## config.mk

```make
export PLATFORM = sky130hd
export DESIGN_NAME = pwm_multi_ch
export DESIGN_NICKNAME = d
export VERILOG_FILES = /design/src/rtl/pwm_pkg.sv /design/src/rtl/pwm_channel_cmp.sv /design/src/rtl/pwm_multi_ch.sv
export SDC_FILE = /design/constraint.sdc
export NUM_CORES = 1
export LEC_CHECK = 0
export CAP_MARGIN = 20
export CORE_ASPECT_RATIO = 0.7
export CORE_MARGIN = 1.5
export CORE_UTILIZATION = 60
export CTS_CLUSTER_DIAMETER = 200
export DETAILED_ROUTE_END_ITERATION = 6
export PLACE_DENSITY = 0.8
export SLEW_MARGIN = 10
export SYNTH_ARGS = -nofsm -noshare
export SYNTH_HDL_FRONTEND = slang
export SYNTH_HIERARCHICAL = 1
export SYNTH_SLANG_ARGS = --single-unit
```

## constraint.sdc

```tcl
create_clock -name clk -period 6.75 [get_ports clk]
set_input_delay 2.025 -clock clk [delete_from_list [all_inputs] [get_ports clk]]
set_output_delay 2.025 -clock clk [all_outputs]
set_load 0.05 [all_outputs]
```

## src/rtl/pwm_pkg.sv

```systemverilog
// Shared definitions for the multi-channel PWM block.
// Contents:
//   PWM_EDGE / PWM_CENTER  alignment mode encodings (value of mode_center)
//   CW_DEF                 default counter/duty/period width
//   pwm_dir_e              counter direction used in centre-aligned mode
//   sweep_next()           next duty value for the auto-sweep, including the
//                          rule that a sum beyond the period restarts at 0
package pwm_pkg;

  localparam logic PWM_EDGE   = 1'b0;
  localparam logic PWM_CENTER = 1'b1;

  localparam int CW_DEF = 8;

  typedef enum logic {
    DIR_UP   = 1'b0,
    DIR_DOWN = 1'b1
  } pwm_dir_e;

  // The sum is formed one bit wider than the operands so a carry out of the
  // duty width still counts as "beyond the period" and restarts the sweep at 0
  // instead of wrapping to a small duty value.
  function automatic logic [31:0] sweep_next(input logic [31:0] duty,
                                             input logic [31:0] step,
                                             input logic [31:0] period);
    logic [32:0] nxt;
    nxt = {1'b0, duty} + {1'b0, step};
    if (nxt <= {1'b0, period}) return nxt[31:0];
    return 32'd0;
  endfunction

endpackage

```

## src/rtl/pwm_channel_cmp.sv

```systemverilog
// One PWM compare channel: duty shadow register, active duty register and the
// registered compare output.
// Ports:
//   clk, rst     clock and synchronous active-high reset
//   en           run enable; output forced low while 0
//   load         load the active duty from the shadow (boundary or idle)
//   sweep_load   replace the active duty with its swept value instead
//   wr_hit       a duty write addressed to this channel is present
//   wr_duty      value of that write
//   sweep_step   sweep increment
//   period       incoming period value, the sweep's upper limit
//   cnt          shared period counter
//   pwm_out      registered (cnt < duty_act)
module pwm_channel_cmp
  import pwm_pkg::*;
#(
  parameter int CW = CW_DEF
) (
  input  logic          clk,
  input  logic          rst,
  input  logic          en,
  input  logic          load,
  input  logic          sweep_load,
  input  logic          wr_hit,
  input  logic [CW-1:0] wr_duty,
  input  logic [CW-1:0] sweep_step,
  input  logic [CW-1:0] period,
  input  logic [CW-1:0] cnt,
  output logic          pwm_out
);

  logic [CW-1:0] duty_shadow_q, duty_shadow_d;
  logic [CW-1:0] duty_act_q, duty_act_d;
  logic          pwm_q, pwm_d;

  // Loading from duty_shadow_d rather than duty_shadow_q lets a write that
  // lands on the boundary clock reach the active duty without waiting a cycle.
  always_comb begin
    duty_shadow_d = wr_hit ? wr_duty : duty_shadow_q;
    duty_act_d    = duty_act_q;
    if (sweep_load) begin
      duty_act_d = CW'(sweep_next(32'(duty_act_q), 32'(sweep_step), 32'(period)));
    end else if (load) begin
      duty_act_d = duty_shadow_d;
    end
    pwm_d = en && (cnt < duty_act_q);
  end

  always_ff @(posedge clk) begin
    if (rst) begin
      duty_shadow_q <= '0;
      duty_act_q    <= '0;
      pwm_q         <= 1'b0;
    end else begin
      duty_shadow_q <= duty_shadow_d;
      duty_act_q    <= duty_act_d;
      pwm_q         <= pwm_d;
    end
  end

  assign pwm_out = pwm_q;

endmodule

```

## src/rtl/pwm_multi_ch.sv

```systemverilog
// Multi-channel PWM generator: one shared period counter feeding CH compare
// channels, edge- or centre-aligned, with double-buffered duty/period/mode and
// an optional per-cycle duty sweep.
// Ports:
//   clk, rst      clock and synchronous active-high reset
//   en            run enable
//   mode_center   0 edge-aligned, 1 centre-aligned (taken at cycle boundary)
//   period        period value (taken at cycle boundary)
//   wr_en, wr_ch, wr_duty   duty shadow write; out-of-range wr_ch ignored
//   sweep_en, sweep_step    per-cycle duty auto-sweep
//   pwm_out       registered PWM outputs, one per channel
//   cyc_done      high during the last count of each PWM cycle
module pwm_multi_ch
  import pwm_pkg::*;
#(
  parameter int CH  = 4,
  parameter int CW  = CW_DEF,
  parameter int CHW = 2
) (
  input  logic           clk,
  input  logic           rst,
  input  logic           en,
  input  logic           mode_center,
  input  logic [CW-1:0]  period,
  input  logic           wr_en,
  input  logic [CHW-1:0] wr_ch,
  input  logic [CW-1:0]  wr_duty,
  input  logic           sweep_en,
  input  logic [CW-1:0]  sweep_step,
  output logic [CH-1:0]  pwm_out,
  output logic           cyc_done
);

  logic [CW-1:0] cnt_q, cnt_d;
  logic [CW-1:0] period_act_q, period_act_d;
  logic          mode_act_q, mode_act_d;
  pwm_dir_e      dir_q, dir_d;
  logic          tc, boundary, load, sweep_load;
  logic [CH-1:0] wr_hit;

  // Centre mode normally ends on cnt==1 while counting down; with a period of
  // 0 or 1 there is no down leg, so the cycle ends at the top of the up leg.
  // Idle and boundary clocks both restart the count and re-latch period/mode.
  always_comb begin
    if (mode_act_q == PWM_CENTER) begin
      tc = ((dir_q == DIR_DOWN) && (cnt_q == CW'(1))) ||
           ((dir_q == DIR_UP) && (cnt_q == period_act_q) && (period_act_q <= CW'(1)));
    end else begin
      tc = (cnt_q == period_act_q);
    end
    boundary   = en && tc;
    load       = !en || boundary;
    sweep_load = boundary && sweep_en;
    cyc_done   = boundary && !rst;

    cnt_d        = cnt_q;
    dir_d        = dir_q;
    period_act_d = period_act_q;
    mode_act_d   = mode_act_q;
    if (load) begin
      cnt_d        = '0;
      dir_d        = DIR_UP;
      period_act_d = period;
      mode_act_d   = mode_center;
    end else if (mode_act_q == PWM_EDGE) begin
      cnt_d = cnt_q + CW'(1);
    end else if (dir_q == DIR_UP) begin
      if (cnt_q == period_act_q) begin
        dir_d = DIR_DOWN;
        cnt_d = cnt_q - CW'(1);
      end else begin
        cnt_d = cnt_q + CW'(1);
      end
    end else begin
      cnt_d = cnt_q - CW'(1);
    end
  end

  always_ff @(posedge clk) begin
    if (rst) begin
      cnt_q        <= '0;
      dir_q        <= DIR_UP;
      period_act_q <= '0;
      mode_act_q   <= PWM_EDGE;
    end else begin
      cnt_q        <= cnt_d;
      dir_q        <= dir_d;
      period_act_q <= period_act_d;
      mode_act_q   <= mode_act_d;
    end
  end

  // Only indices below CH get a decoder output, so writes to a wider index
  // simply match nothing.
  for (genvar i = 0; i < CH; i++) begin : g_ch
    assign wr_hit[i] = wr_en && (32'(wr_ch) == 32'(i));

    pwm_channel_cmp #(.CW(CW)) u_cmp (
      .clk        (clk),
      .rst        (rst),
      .en         (en),
      .load       (load),
      .sweep_load (sweep_load),
      .wr_hit     (wr_hit[i]),
      .wr_duty    (wr_duty),
      .sweep_step (sweep_step),
      .period     (period),
      .cnt        (cnt_q),
      .pwm_out    (pwm_out[i])
    );
  end

endmodule

```

==> flow_summary.json <==
{
  "drt-vias-per-instance": 6.34,
  "finish.cell_count_without_fillers": 929,
  "avgSynthCellArea_um2": 8.57,
  "num_antenna_cells": 0,
  "drtAntennaViolNets": 0,
  "dpl.cell_count": 914,
  "power_density_mw_per_mm2": 248,
  "vdd_ir_drop_max_v": 0.000130,
  "detailed_place.area_mm2": 0.00700,
  "synth_fa_ha_area_share_pct": 19.4,
  "post-synth-top-count-cell": "ha_1",
  "synth_cells": 765,
  "grt.overflow.total": 0,
  "tritoncts_clock_tree": "done",
  "post-route-cell-area_mm2": 0.00729,
  "io_pins": 37,
  "register_area_mm2": 0.00172,
  "synth_compound_area_share_pct": 22.1,
  "ys_top_cells_by_count": "ha_1 (95), dfxtp_1 (86), inv_1 (77), nand2_1 (61), nor2_1 (56)",
  "grt_total_usage_pct": 34.0,
  "cts_root_buf": "clkbuf_16",
  "htree_levels": 3,
  "category_of_the_worst_setup_path_launch_point": "input pin",
  "core_region_area_mm2": 0.0105,
  "finish.net_count": 924,
  "post_route_cells_drive_above_1_share_pct": 8.66,
  "min_from": "period_act_q[2]",
  "setup_viol": 0,
  "synth_fp_nets": 896,
  "dr.first_iter.drc_count": 625,
  "globalRouteMet1Util_pct": 45.8,
  "worst_hold_path_type": "reg -> reg",
  "ys_warn_count": 6,
  "wire_length_of_the_first_global_routing_pass_um": 30200,
  "max_cap_violations": 0,
  "totalNegativeSetupSlack_ps": 0,
  "dominant_combinational_cell_family_by_area_after_synthesis": "compound AO/OA/AOI/OAI gates",
  "yosys_most_used_dff": "dfxtp_1",
  "static_leakage_nw": 3.29,
  "worst_clock_skew_ps": 3.70,
  "numCtsBuffers": 9,
  "detail_route.first_pass.iterations": 6,
  "cts_resized": 0,
  "fin_total_pwr_mw": 1.81,
  "timing_hold_violations_final": 0,
  "yosys.area_share.simple_pct": 17.4,
  "criticalPathCategory": "in -> out",
  "global_route.usage.met2_pct": 51.7,
  "timing.critical_path.max_delay_family": "buffers and inverters",
  "slowest_delay_ps": 850,
  "number_of_global_route_vias_before_repair": 5799,
  "portBuffers": 36,
  "grt_use_met3_pct": 8.53,
  "max-clock-path-buffers": 2,
  "tritoncts_num_sinks": 86,
  "row_count": 31,
  "floorplan.die_area_mm2": 0.0116,
  "run_status": "finished, final reports clean",
  "detailed_place_hpwl_um": 14400,
  "die_height_um": 90.5,
  "cts-hold-fix-buffers": 0,
  "r2r_cells": 7,
  "drcViolationCount": 0,
  "synth_area_leaders": "dfxtp_1 (26%), ha_1 (18%), mux2i_1 (4.9%)",
  "timing.fmax_mhz": 174,
  "synth_largest_area_cell": "dfxtp_1",
  "postSynthRegisterBits": 86,
  "tightestPinTransition_ps": 962,
  "max_slew_margin_pct": 35.6,
  "start_util_pct": 62.6,
  "clock_latency_ps": 340,
  "crit_slowest_cell": "clkdlybuf4s50_1",
  "critical_path.reg2reg.endpoint": "g_ch[2].u_cmp/duty_act_q[4]",
  "post-route-period-util_pct": 85.3,
  "synth_area_mm2": 0.00656,
  "fillers": 845,
  "worstSetupEndpointType": "output port",
  "synth.yosys.seq_area_share_pct": 26.3,
  "synth_enable_flop_cells": 0,
  "post-route-min-period_ps": 5750,
  "cp_cell_sequence": "clkdlybuf4s50_1 -> inv_1 -> nor3_1 -> clkdlybuf4s50_1",
  "synth.lib_cells_used.distinct": 58,
  "width_of_the_die_um": 128,
  "critical_path_buf_inv_count": 3,
  "postRouteWirelength_um": 19100,
  "setup_repair_after_global_routing_missed_its_margin": "no",
  "async_flop_share_pct": 0,
  "yosys-mux-area-fraction_pct": 4.89,
  "drv_slew": 0,
  "holdPathEnd": "period_act_q[2]",
  "crit-reg2reg-launch": "cnt_q[2]",
  "register_clock_pin_slew_on_the_reported_worst_setup_and_hold_paths_ps": 60,
  "detailroute.via_count": 5894,
  "post_synth_xor_area_fraction_pct": 3.99,
  "worst_endpoint_data_arrival_time_ps": 3730,
  "synth_top_area_share_pct": 26.3,
  "antenna_found_initial": 0,
  "finalWeightedCongestion": 0.941,
  "drt-wirelength-per-cell_um": 20.5,
  "crit_path_frequent_cell": "clkdlybuf4s50_1",
  "busiest_layer": "met2",
  "holdPathStages": 2,
  "cp_max_fo": 2,
  "area_delta_synth_final_pct": 11.1,
  "grt_max_degree": 55,
  "postCtsSetupBuffers": 0,
  "crit_required_ps": 4720,
  "timing.reg2reg.setup_slack_ps": 3210,
  "multi_input_area_mm2": 0.00444
}
==> logic make-up (layout without fill, tap and decap cells) <==
| group | after synthesis | after routing |
|---|---|---|
| AO/OA/AOI/OAI | 207 | 207 |
| multiplexers | 32 | 32 |
| flip-flops | 86 | 86 |
| adder cells (fa/ha/maj) | 99 | 99 |
| AND/OR/NAND/NOR | 212 | 212 |
| buffers and inverters | 100 | 132 |
| XOR/XNOR | 29 | 29 |
==> through the flow <==
stage	setup slack, ps	hold slack, ps	util (%)
2_1_floorplan	1420	455	-
3_5_place_dp	1030	479	66.9
5_1_grt	946	520	69.6
6_report	995	491	69.6
4_1_cts	1030	491	69.6
3_3_place_gp	1030	471	66.9
==> tightest hold or removal path, cell delays in order (launching register included) <==
cell and delay, ps:
dfxtp_1 320, nand3_1 70, a21oi_1 50
==> layer usage <==
metal | vias to the layer above | wire length (µm)
li1 | 2799 | -
met1 | 2761 | 8270
met2 | 278 | 8300
met3 | 56 | 1820
met4 | 0 | 691
met5 | - | 0
==> layout by cell type, fill, tap and decap left out, drive strengths merged, types with 13 or more instances in the layout <==
cell	Yosys	layout
a21oi	43	43
a211oi	24	24
clkbuf	11	14
nand4	14	14
clkdlybuf4s50	0	35
inv	77	77
nand3	18	18
mux2i	32	32
nand2	62	62
nor3	13	13
nor2	60	60
ha	95	95
o22ai	16	16
a21o	18	18
o211ai	16	16
dfxtp	86	86
o21ai	60	60
xor2	20	20
==> how the worst max path moves through the flow <==
stage / startpoint / end / cells after the start
global placement: en / cyc_done / 4
global route: en / cyc_done / 4
finish: en / cyc_done / 4
floorplan: rst / cyc_done / 2
CTS: en / cyc_done / 4
detailed placement: sweep_step[1] / g_ch[2].u_cmp/duty_act_q[4] / 13
==> final cells by class <==
cell class                 count  area share (%)
timing repair buffer          40            5.29
clock buffer                  14            3.49
sequential                    86            23.6
inverter                      77            3.97
clock inverter                 1           0.412
tap                          132            2.27
multi-input combinational    579            60.9
==> state kept, by name (all words and copies together) (netlist names) <==
signal,cells
g_ch.u_cmp/pwm_out,4
cnt_q,8
period_act_q,8
g_ch.u_cmp/duty_shadow_q,32
dir_q,1
g_ch.u_cmp/duty_act_q,32
mode_act_q,1
==> power breakdown <==
part | switching (mW) | internal [mW] | total (mW)
clock network | 0.198 | 0.296 | 0.493
logic | 0.430 | 0.286 | 0.716
registers | 0.0470 | 0.551 | 0.598
total | 0.675 | 1.13 | 1.81
Power figures use the tool's default switching activity.
